## src/rtl/cap_state_sequencer.sv

```systemverilog
// Bank-state sequencer for the capacitor-board FET driver: divides clk down to the
// 500 kHz carrier and applies bank states break-before-make on carrier rising edges.
module cap_state_sequencer #(
  parameter int HALF_PERIOD = 8,
  parameter int DEAD_CYCLES = 2,
  parameter int HOLD_CYCLES = 4
) (
  input  logic       clk,
  input  logic       rstN,
  input  logic       enable,
  input  logic       reqValid,
  input  logic [3:0] reqState,
  output logic       reqReady,
  output logic       clk500kHz,
  output logic [3:0] state,
  output logic       busy,
  output logic       stateChanged
);

  localparam int CNT_W  = $clog2(HALF_PERIOD);
  localparam int DEAD_W = $clog2(DEAD_CYCLES + 1);
  localparam int HOLD_W = $clog2(HOLD_CYCLES + 1);

  localparam logic [CNT_W-1:0]  CNT_LAST  = CNT_W'(HALF_PERIOD - 1);
  localparam logic [DEAD_W-1:0] DEAD_INIT = DEAD_W'(DEAD_CYCLES);
  localparam logic [HOLD_W-1:0] HOLD_INIT = HOLD_W'(HOLD_CYCLES);

  typedef enum logic [2:0] {
    S_RUN,
    S_OFF_WAIT,
    S_DEAD,
    S_APPLY_WAIT,
    S_HOLD
  } fsm_e;

  fsm_e              fsm_q, fsm_d;
  logic [CNT_W-1:0]  count_q, count_d;
  logic              carrier_q, carrier_d;
  logic [3:0]        state_q, state_d;
  logic [3:0]        target_q, target_d;
  logic [DEAD_W-1:0] dead_cnt_q, dead_cnt_d;
  logic [HOLD_W-1:0] hold_cnt_q, hold_cnt_d;
  logic              changed_q, changed_d;
  logic              tick;

  // tick marks the cycle whose closing edge raises the carrier
  assign tick = (count_q == CNT_LAST) && !carrier_q;

  always_ff @(posedge clk or negedge rstN) begin
    if (!rstN) begin
      fsm_q      <= S_RUN;
      count_q    <= '0;
      carrier_q  <= 1'b0;
      state_q    <= 4'b0000;
      target_q   <= 4'b0000;
      dead_cnt_q <= '0;
      hold_cnt_q <= '0;
      changed_q  <= 1'b0;
    end else begin
      fsm_q      <= fsm_d;
      count_q    <= count_d;
      carrier_q  <= carrier_d;
      state_q    <= state_d;
      target_q   <= target_d;
      dead_cnt_q <= dead_cnt_d;
      hold_cnt_q <= hold_cnt_d;
      changed_q  <= changed_d;
    end
  end

  always_comb begin
    fsm_d      = fsm_q;
    count_d    = count_q;
    carrier_d  = carrier_q;
    state_d    = state_q;
    target_d   = target_q;
    dead_cnt_d = dead_cnt_q;
    hold_cnt_d = hold_cnt_q;
    changed_d  = 1'b0;

    if (!enable) begin
      // Disable drops everything at once; a pending target is never partially applied.
      fsm_d     = S_RUN;
      count_d   = '0;
      carrier_d = 1'b0;
      state_d   = 4'b0000;
      target_d  = 4'b0000;
    end else begin
      if (count_q == CNT_LAST) begin
        count_d   = '0;
        carrier_d = ~carrier_q;
      end else begin
        count_d = count_q + 1'b1;
      end

      case (fsm_q)
        S_RUN: begin
          if (reqValid && (reqState != state_q)) begin
            target_d = reqState;
            if ((state_q == 4'b0000) || (reqState == 4'b0000)) fsm_d = S_APPLY_WAIT;
            else                                                fsm_d = S_OFF_WAIT;
          end
        end
        S_OFF_WAIT: begin
          if (tick) begin
            state_d    = 4'b0000;
            dead_cnt_d = DEAD_INIT;
            fsm_d      = S_DEAD;
          end
        end
        S_DEAD: begin
          if (tick) begin
            if (dead_cnt_q == DEAD_W'(1)) begin
              state_d    = target_q;
              changed_d  = 1'b1;
              hold_cnt_d = HOLD_INIT;
              fsm_d      = S_HOLD;
            end else begin
              dead_cnt_d = dead_cnt_q - 1'b1;
            end
          end
        end
        S_APPLY_WAIT: begin
          if (tick) begin
            state_d    = target_q;
            changed_d  = 1'b1;
            hold_cnt_d = HOLD_INIT;
            fsm_d      = S_HOLD;
          end
        end
        S_HOLD: begin
          if (tick) begin
            if (hold_cnt_q == HOLD_W'(1)) fsm_d = S_RUN;
            else                          hold_cnt_d = hold_cnt_q - 1'b1;
          end
        end
        default: fsm_d = S_RUN;
      endcase
    end
  end

  assign reqReady     = enable && (fsm_q == S_RUN);
  assign busy         = (fsm_q != S_RUN);
  assign clk500kHz    = carrier_q;
  assign state        = state_q;
  assign stateChanged = changed_q;

endmodule

```

## config.mk

```make
export PLATFORM = sky130hd
export DESIGN_NAME = cap_state_sequencer
export DESIGN_NICKNAME = d
export VERILOG_FILES = /design/src/rtl/cap_state_sequencer.sv
export SDC_FILE = /design/constraint.sdc
export NUM_CORES = 1
export LEC_CHECK = 0
export ABC_AREA = 1
export CORE_ASPECT_RATIO = 0.7
export CORE_MARGIN = 5
export CORE_UTILIZATION = 55
export DETAILED_ROUTE_END_ITERATION = 8
export PLACE_DENSITY = 0.84
export SLEW_MARGIN = 20
export SYNTH_ARGS = -nofsm -noshare
export SYNTH_HDL_FRONTEND = slang
export SYNTH_SLANG_ARGS = --single-unit
export TNS_END_PERCENT = 50
```

## constraint.sdc

```tcl
create_clock -name clk -period 2.4 [get_ports clk]
set_clock_uncertainty 0.2 [all_clocks]
set_input_delay 0.48 -clock clk [delete_from_list [all_inputs] [get_ports clk]]
set_output_delay 0.48 -clock clk [all_outputs]
set_load 0.005 [all_outputs]
```

==> summary.txt <==
Placed design
  – Port Buffers: 15
  – Post-detail-place hpwl: 2.155 mm
  – GPL Wtd Cong: approximately 0.92

Global route
  – Grt ovf: 0
  – Gr usage total: 18.80%
  – Largest net degree at the start of global routing: 22
  – First-pass GRT wire length: roughly 4.7 mm
  – Initial antenna violation count: 0
  – Vias in the first global route: 1,028

STA
  – Post-layout min period: roughly 2.3 ns
  – Slew margin rel.: between 60% and 70%
  – Actual slew at the worst max-slew pin: about 0.47 ns
  – RSZ-0062 raised after global routing: no
  – Hold Fails Final Rpt: 0
  – FMAX: around 440 MHz
  – Slew Viols, Final: 0
  – Final setup viols: 0
  – Crit share post-route: 93.85%
  – Fin Setup TNS: 0 ns

Final layout
  – Area Growth Syn to Fin: 22.56%
  – Layout cell share with drive strength beyond 1: 11.35%
  – Reg area: ~530 um^2
  – ANT cells: 0
  – Final Net Count: ~200
  – FILL cells: between 150 and 200
  – Area of the multi-input gates: about 560 um^2

Synthesis
  – Post-Syn Area: approximately 0.0012 mm^2
  – Top post-synthesis cells by area: dfrtp_1 44%, nand2_1 17%, inv_1 8.3%
  – Count leader, synth: nand2_1
  – Number of synthesized flops with an enable pin: 0
  – Syn Area/Cell: 7.429 um^2
  – Commonest cells in the netlist: 54 x nand2_1, 26 x inv_1, 21 x dfrtp_1
  – Synth Area in Compound Gates: roughly 8.9%
  – Synth top area share: 44.49%
  – Largest area contributor in the netlist: dfrtp_1
  – Yosys warning count: 0
  – XOR/XNOR Fraction of Synth Area: 0%
  – Async SR Flop Fraction: 100.0%
  – Synth Area in Adders: ~5.3%
  – Syn_nets: between 150 and 200
  – Post-synthesis mux area share: 0%
  – Post-synthesis sequential area ratio: between 40% and 50%
  – Synth Register Bits: 21
  – Ys flop type: dfrtp_1
  – Syn Inst Count: about 160
  – Synth unique cells: 20
  – Synth Area in Simple Gates: between 30% and 40%
  – Main combinational cell family by area after synthesis: simple AND/OR/NAND/NOR gates

Detailed routing
  – Iter 0 DRT Violations: between 50 and 60
  – Drt wl/cell: roughly 13 um
  – Routed Wire Length: between 2 and 3 mm
  – DR pass1 iterations: 4
  – DRC viols: 0
  – Post-DRT Antenna Nets: 0
  – Vias per Instance: around 5.3
  – Vias post-DR: between 1,000 and 1,500

Worst setup path
  – WS Path Type: reg2out
  – CP startpoint kind: flop
  – Reg-to-Reg End: dead_cnt_q[0]
  – Worst EP required: 1.72 ns
  – Max FO, Critical Path: 4
  – Crit. End Element: output pin
  – R2R Path Start: fsm_q[1]
  – Reg-to-reg slack, setup: between 0.4 and 0.5 ns
  – Worst reg-to-reg path cell count: 7
  – Bufs and invs on worst path: 3
  – Delay-heaviest family, CP: buffers and inverters
  – Delay of the slowest critical-path stage: 0.52 ns
  – Slowest cell on the critical path: clkdlybuf4s50_1
  – Worst Path Arrival: roughly 1.6 ns
  – Crit-path cells: inv_2 > nand2_1 > inv_1 > nand2_2 > clkdlybuf4s50_1

Floorplanning
  – Row count: 14
  – Initial Util: between 50 and 60%
  – Num ports: 16
  – Die area: between 0.003 and 0.004 mm^2
  – Chip width: between 60 and 70 um
  – Die height: between 40 and 50 um
  – Core region area: around 0.0021 mm^2

Clock tree
  – Max Root-Sink Buffers: 2
  – CTS root buf: clkbuf_4
  – TritonCTS buffer count: 3
  – CTS tree: yes
  – CTS Hold Bufs: 0
  – Worst-Skew Late Latency: around 0.30 ns
  – Clk sinks: 21
  – Clock-pin slew on the worst setup and hold paths: 0.11 ns
  – H-tree levels: 1

Power
  – Clock network power share: ~15%
  – Maximum vdd drop: around 0.52 mV
  – Sw Ratio: slightly below 40%
  – Comb power frac: a little under half
  – Pwr Density: just under 800 mW/mm^2
  – Sequential Power Share: 39.9%
  – Switch Pwr: between 0.4 and 0.5 mW
  – Internal power: 0.6930 mW
  – Leakage: 0.7844 nW
  – Final Power: around 1.1 mW

Min path
  – Hold Path Origin: count_q[0]
  – Worst hold path depth: 1
  – Worst Hold Path EP: count_q[0]
  – Hold Path Class: reg2reg

Run
  – Number of max-cap violations: 0

Status
  – Run status: finished clean
## worst max-delay path by stage
stage	start	endpoint	slack (ns)	depth (start not counted)
after global routing	fsm_q[0]	busy	0.04	5
after global placement	enable	reqReady	0.02	4
after floorplan	count_q[0]	fsm_q[2]	0.80	9
final	fsm_q[0]	busy	0.15	5
after CTS	fsm_q[0]	reqReady	0.01	6
after detailed placement	enable	reqReady	0.02	4
## per-stage QoR
step	utilization (%)	hold slack, ns	setup slack (ns)	area [um^2]	cells
floorplan	-	-0.01559	0.7988	1181	159
global placement	65.95	0.2241	0.01909	1386	201
detailed placement	65.95	0.2365	0.01575	1386	201
CTS	68.04	0.2515	0.01283	1430	207
global route	68.87	0.2700	0.03967	1448	209
finish	68.87	0.2514	0.1475	1448	209
## sequential cells by signal (all words and copies together) (netlist names)
name / count
stateChanged: 1
dead_cnt_q: 2
clk500kHz: 1
hold_cnt_q: 3
count_q: 3
fsm_q: 3
state: 4
target_q: 4
## what timing repair did
item	4_1_cts	5_1_grt
buffers inserted	2	2
pin swaps	1	0
gates resized for setup	2	1
setup endpoints to repair	1	1
## power by group through the flow
stage	Sequential [mW]	Combinational (mW)	Clock (mW)
after detailed placement	0.465	0.461	0
final	0.456	0.518	0.168
after global routing	0.466	0.584	0.198
after floorplan	0.456	0.309	0
after global placement	0.460	0.442	0
after CTS	0.456	0.493	0.174
## cell families (layout without fill, tap and decap cells)
family / count (synthesis) / in the layout
adders and majority gates: 5 / 5
DFF: 21 / 21
and+or+nand+nor: 89 / 89
buffers and inverters: 27 / 53
AOI/OAI and AO/OA: 17 / 17
## area by class of cell
cell class                      count  area share, %
Inverter                           26          6.742
Sequential cell                    21          36.30
Multi-Input combinational cell    111          38.38
Timing Repair Buffer               23          14.69
Tap cell                           24          2.074
Clock buffer                        4          1.815
## layer usage
layer / share of wire [%] / track usage (%) / routed length, um / vias to the layer above
met3: 5.3 / 4.839 / 143 / 2
li1: - / - / - / 555
met4: 0.48 / 3.103 / 13 / 0
met2: 47 / 30.42 / 1263 / 35
met1: 48 / 25.77 / 1290 / 513
met5: 0 / 0 / 0 / -
## cells in the final DEF, fill, tap and decap left out, types with 2 or more instances in the layout
| cell | synthesis | layout |
|---|---|---|
| nand2_1 | 54 | 53 |
| inv_1 | 26 | 25 |
| dfrtp_1 | 21 | 21 |
| clkdlybuf4s50_1 | 0 | 14 |
| nand3_1 | 13 | 13 |
| nor2_1 | 11 | 11 |
| o21ai_0 | 8 | 8 |
| buf_4 | 0 | 8 |
| ha_1 | 5 | 5 |
| nand4_1 | 4 | 4 |
| a21oi_1 | 3 | 3 |
| clkbuf_4 | 0 | 3 |
| nand2_2 | 1 | 2 |
| nor2_4 | 2 | 2 |
| o21ai_2 | 2 | 2 |
| nor3_1 | 2 | 2 |
Note: power is estimated with default switching activity, not from simulation.
